$ cat src/rtl/sprite_anim_sequencer.sv
// Walking-sprite sequencer: keyboard-driven facing/walk FSM, animation phase and clamped
// horizontal position, all advanced once per video frame tick.
module sprite_anim_sequencer #(
   parameter int unsigned HOLD_FRAMES = 4,
   parameter int unsigned STEP_PX     = 2,
   parameter int unsigned X_MIN       = 0,
   parameter int unsigned X_MAX       = 620,
   parameter int unsigned X_RESET     = 320
) (
   input  logic       Clk,
   input  logic       Reset,
   input  logic       frame_tick,
   input  logic [7:0] Keycode,
   output logic [3:0] motion,
   output logic [9:0] pos_x,
   output logic       moved,
   output logic       at_edge
);

   typedef enum logic [1:0] {StIdleR, StIdleL, StWalkR, StWalkL} state_e;

   localparam logic [10:0] XMinW    = 11'(X_MIN);
   localparam logic [10:0] XMaxW    = 11'(X_MAX);
   localparam logic [10:0] StepW    = 11'(STEP_PX);
   localparam logic [9:0]  XMin10   = 10'(X_MIN);
   localparam logic [9:0]  XMax10   = 10'(X_MAX);
   localparam logic [9:0]  XRst10   = 10'(X_RESET);
   localparam logic [9:0]  Step10   = 10'(STEP_PX);
   localparam logic [3:0]  HoldLast = 4'(HOLD_FRAMES - 1);

   state_e     state_q, state_d;
   logic [1:0] phase_q, phase_d;
   logic [3:0] hold_q, hold_d;
   logic [9:0] pos_q, pos_d;
   logic       moved_q, moved_d;

   logic        key_r, key_l, step_r, step_l;
   logic [10:0] pos_ext, sum_r;
   logic [9:0]  pos_r, pos_l;

   assign key_r = (Keycode == 8'd79);
   assign key_l = (Keycode == 8'd80);

   // Widened to 11 bits so the clamps can never wrap past 0 or 1023.
   assign pos_ext = {1'b0, pos_q};
   assign sum_r   = pos_ext + StepW;
   assign pos_r   = (sum_r > XMaxW) ? XMax10 : (pos_q + Step10);
   assign pos_l   = (pos_ext < (XMinW + StepW)) ? XMin10 : (pos_q - Step10);

   always_comb begin
      state_d = state_q;
      phase_d = phase_q;
      hold_d  = hold_q;
      step_r  = 1'b0;
      step_l  = 1'b0;
      if (frame_tick) begin
         unique case (state_q)
            StIdleR, StIdleL: begin
               if (key_r) begin
                  state_d = StWalkR;
                  phase_d = 2'd0;
                  hold_d  = 4'd0;
                  step_r  = 1'b1;
               end else if (key_l) begin
                  state_d = StWalkL;
                  phase_d = 2'd0;
                  hold_d  = 4'd0;
                  step_l  = 1'b1;
               end
            end
            StWalkR: begin
               if (key_r) begin
                  step_r = 1'b1;
                  if (pos_q == XMax10) begin
                     phase_d = 2'd0;
                     hold_d  = 4'd0;
                  end else if (hold_q == HoldLast) begin
                     hold_d  = 4'd0;
                     phase_d = phase_q + 2'd1;
                  end else begin
                     hold_d = hold_q + 4'd1;
                  end
               end else if (key_l) begin
                  state_d = StWalkL;
                  phase_d = 2'd0;
                  hold_d  = 4'd0;
                  step_l  = 1'b1;
               end else begin
                  state_d = StIdleR;
                  phase_d = 2'd0;
                  hold_d  = 4'd0;
               end
            end
            StWalkL: begin
               if (key_l) begin
                  step_l = 1'b1;
                  if (pos_q == XMin10) begin
                     phase_d = 2'd0;
                     hold_d  = 4'd0;
                  end else if (hold_q == HoldLast) begin
                     hold_d  = 4'd0;
                     phase_d = phase_q + 2'd1;
                  end else begin
                     hold_d = hold_q + 4'd1;
                  end
               end else if (key_r) begin
                  state_d = StWalkR;
                  phase_d = 2'd0;
                  hold_d  = 4'd0;
                  step_r  = 1'b1;
               end else begin
                  state_d = StIdleL;
                  phase_d = 2'd0;
                  hold_d  = 4'd0;
               end
            end
         endcase
      end
   end

   always_comb begin
      pos_d = pos_q;
      if (step_r) begin
         pos_d = pos_r;
      end else if (step_l) begin
         pos_d = pos_l;
      end
      moved_d = (pos_d != pos_q);
   end

   always_ff @(posedge Clk or posedge Reset) begin
      if (Reset) begin
         state_q <= StIdleR;
         phase_q <= 2'd0;
         hold_q  <= 4'd0;
         pos_q   <= XRst10;
         moved_q <= 1'b0;
      end else begin
         state_q <= state_d;
         phase_q <= phase_d;
         hold_q  <= hold_d;
         pos_q   <= pos_d;
         moved_q <= moved_d;
      end
   end

   // Phase is always zero in the idle states, so it can feed motion directly.
   always_comb begin
      motion = {2'b10, phase_q};
      if (state_q == StIdleL || state_q == StWalkL) begin
         motion = {2'b01, phase_q};
      end
   end

   assign pos_x   = pos_q;
   assign moved   = moved_q;
   assign at_edge = (pos_q == XMin10) || (pos_q == XMax10);

endmodule

$ cat config.mk
export PLATFORM = sky130hd
export DESIGN_NAME = sprite_anim_sequencer
export DESIGN_NICKNAME = d
export VERILOG_FILES = /design/src/rtl/sprite_anim_sequencer.sv
export SDC_FILE = /design/constraint.sdc
export NUM_CORES = 1
export LEC_CHECK = 0
export CAP_MARGIN = 20
export CELL_PAD_IN_SITES_DETAIL_PLACEMENT = 0
export CELL_PAD_IN_SITES_GLOBAL_PLACEMENT = 2
export CORE_MARGIN = 1
export CORE_UTILIZATION = 32
export DETAILED_ROUTE_END_ITERATION = 10
export PLACE_DENSITY_LB_ADDON = 0.1
export SYNTH_ARGS = -nofsm -noshare
export SYNTH_HDL_FRONTEND = slang
export SYNTH_SLANG_ARGS = --single-unit
export TNS_END_PERCENT = 50
$ cat constraint.sdc
create_clock -name Clk -period 3.4 [get_ports Clk]
set_clock_uncertainty 0.15 [all_clocks]
set_input_delay 0.68 -clock Clk [delete_from_list [all_inputs] [get_ports Clk]]
set_output_delay 0.68 -clock Clk [all_outputs]
set_load 0.03 [all_outputs]
==> impl_metrics.env <==
export IMPL_critPathMaxStageDelay_ns=0.67
export IMPL_placed_cell_area_mm2=0.00228
export IMPL_numCtsBuffers=3
export IMPL_synth_edf_count=0
export IMPL_path_clk_slew_ns=0.07
export IMPL_crit_type="reg2out"
export IMPL_cp_end_kind="output pin"
export IMPL_p_clk_share_pct=22.4
export IMPL_p_comb_share_pct=43.2
export IMPL_grt_max_degree=20
export IMPL_path_buf_inv=1
export IMPL_grt_pass1_vias=1776
export IMPL_cts_sinks=19
export IMPL_routed_wl_um=5940
export IMPL_drv_cap=0
export IMPL_worst_setup_path_start_kind="flip-flop"
export IMPL_grt_pass1_wl_um=9650
export IMPL_p_sw_mw=0.280
export IMPL_leakagePower_nw=0.885
export IMPL_max_slew_worst_pin_slew_ns=0.791
export IMPL_path_cells="or3b_2, nor4_1, nand2b_1, clkdlybuf4s50_1"
export IMPL_arrival_ns=2.47
export IMPL_ios=27
export IMPL_vias=1947
export IMPL_crit_fanout=6
export IMPL_hold_buffers=0
export IMPL_cts_path_max_buffers=2
export IMPL_synth_cells=228
export IMPL_io_buffers=26
export IMPL_stdcell_area_mm2=0.00232
export IMPL_synthesis_area_mm2=0.00186
export IMPL_cts_resized=0
export IMPL_vias_per_cell=5.74
export IMPL_required_ns=2.57
export IMPL_ys_ff_latch=19
export IMPL_final_cell_mix="clkdlybuf4s50_1 (26), buf_4 (22), nand2_1 (17), o21ai_0 (17), dfrtp_1 (17)"
export IMPL_slew_headroom_pct=47.2
export IMPL_cts_tree="yes"
export IMPL_synth_cell_types=64
export IMPL_die_area_mm2=0.00613
export IMPL_rsz0062_at_grt="false"
export IMPL_ys_seq_area_share_pct=25.6
export IMPL_clk_latency_ns=0.26
export IMPL_critPathSlowestCell="clkdlybuf4s50_1"
export IMPL_slew_violations=0
export IMPL_n_antenna_cell=0
export IMPL_outcome="finished, final reports clean"
export IMPL_hp_class="reg2reg"
export IMPL_synth_area_top_cells="dfrtp_1 (23%), o21ai_0 (4.6%), a21oi_1 (4.0%), o31ai_1 (3.6%), nand2_1 (3.4%)"
export IMPL_period_needed_ns=3.30
export IMPL_ant_nets=0
export IMPL_swShare_pct=38.1
export IMPL_dr_pass1_iters=4
export IMPL_power_density_mw_per_mm2=316
export IMPL_gr_total_overflow=0
export IMPL_cts_setup_buffers=0
export IMPL_syn_avg_cell_area_um2=8.18
export IMPL_hold_viol=0
export IMPL_yosysWarnings=0
export IMPL_detail_route_drc_violations=0
export IMPL_fp_dieW_um=78.3
export IMPL_synth_main_ff_cell="dfrtp_1"
export IMPL_initial_core_util_pct=33.4
export IMPL_dpl_hpwl_um=4520
export IMPL_r2r_setup_slack_ns=0.59
export IMPL_fin_crit_sh_pct=97.0
export IMPL_layout_drive_gt1_share_pct=17.6
export IMPL_ys_async_sr_fraction_pct=100
export IMPL_clockRootBuffer="clkbuf_8"
export IMPL_cts_max_level=1
export IMPL_max_freq_ghz=0.303
export IMPL_antenna_found_initial=0
export IMPL_nNetsFinal=282
export IMPL_mostFrequentLayoutCell="clkdlybuf4s50_1"
export IMPL_place_ws_ns=0.274
export IMPL_peakVddDrop_mv=0.130
export IMPL_syn_nets=242
export IMPL_power_frac_seq_pct=34.5
export IMPL_areaGrowthSynthToFinish_pct=24.6
export IMPL_grt_usage_pct=20.2
export IMPL_setup_viol=0
export IMPL_p_int_mw=0.454
export IMPL_cp_top_family="simple AND/OR/NAND/NOR gates"
export IMPL_yosysTopAreaCell="dfrtp_1"
export IMPL_drt_iter0_drc=206
export IMPL_coreArea_mm2=0.00557
export IMPL_wl_per_cell_um=17.5
export IMPL_place_gp_congestion=0.814
export IMPL_rows=27
export IMPL_setup_ws_ns=0.101
export IMPL_fin_setup_tns_ns=0
export IMPL_synth_top_area_share_pct=22.8
export IMPL_die_height_um=78.3
stage by stage:
stage                     hold WS (ns)  power [mW]  util (%)  cells
after global placement           0.316       0.574      40.9    335
final                            0.328       0.734      41.7    339
after floorplan                  0.325       0.448         -    228
after global routing             0.359       0.775      41.7    339
after CTS                        0.329       0.737      41.7    339
after detailed placement         0.319       0.571      40.9    335
worst paths after layout:
check	depth (start not counted)	startpoint	endpoint
max reg2reg	8	pos_x[1]	moved
min	1	phase_q[1]	phase_q[1]
min reg2reg	1	phase_q[1]	phase_q[1]
max	4	pos_x[0]	at_edge
max in group asynchronous	2	Reset	hold_q[3]
min in group asynchronous	2	Reset	pos_x[5]
sequential cells by signal (all words and copies together) (netlist names):
| signal | count |
|---|---|
| pos_x | 10 |
| hold_q | 4 |
| phase_q | 2 |
| state_q | 2 |
| moved | 1 |
synth_stat cells, types with 5 or more instances:
library cell / number
o21ai_0: 17
inv_1: 8
o31ai_1: 9
clkbuf_1: 6
dfrtp_1: 17
nand3_1: 10
nor3b_1: 5
nor2_1: 14
nor3_1: 8
o211ai_1: 7
a21oi_1: 15
and3_1: 6
nand2b_1: 5
nand2_1: 17
layout make-up:
type | instances | area [um2]
inverter | 8 | 30.0
sequential | 19 | 478
multi-input combinational | 188 | 1250
clock inverter | 1 | 5.00
timing repair buffer | 48 | 425
tap | 72 | 90.1
clock buffer | 3 | 41.3
fill | 585 | 3250
worst register-to-register path: stages (launching register included):
cell and delay, ns:
dfrtp_1 0.41, ha_1 0.36, and3_2 0.32, nor3_1 0.25
o21ai_0 0.21, and2_2 0.25, nor2_4 0.28, mux2_4 0.33
o2111ai_1 0.17
power by group through the flow:
| stage | clock (mW) | sequential, mW | combinational, mW |
|---|---|---|---|
| detailed placement | 0 | 0.257 | 0.313 |
| global placement | 0 | 0.257 | 0.317 |
| floorplan | 0 | 0.292 | 0.157 |
| finish | 0.164 | 0.253 | 0.317 |
| CTS | 0.169 | 0.253 | 0.315 |
| global route | 0.181 | 0.254 | 0.340 |
cell families after synthesis:
group | share of synthesized area, %
adder cells (fa/ha/maj) | 2.01
XOR/XNOR | 1.41
buffers and inverters | 7.11
multiplexers | 1.34
AND/OR/NAND/NOR | 35.0
AO/OA/AOI/OAI | 27.5
flip-flops | 25.6
per-layer routing:
metal	part of all wire [%]	global-route usage, %
met1	48	30.8
met2	46	30.2
met3	5.0	1.40
met4	0.96	5.93
met5	0	0
Power figures use the tool's default switching activity.
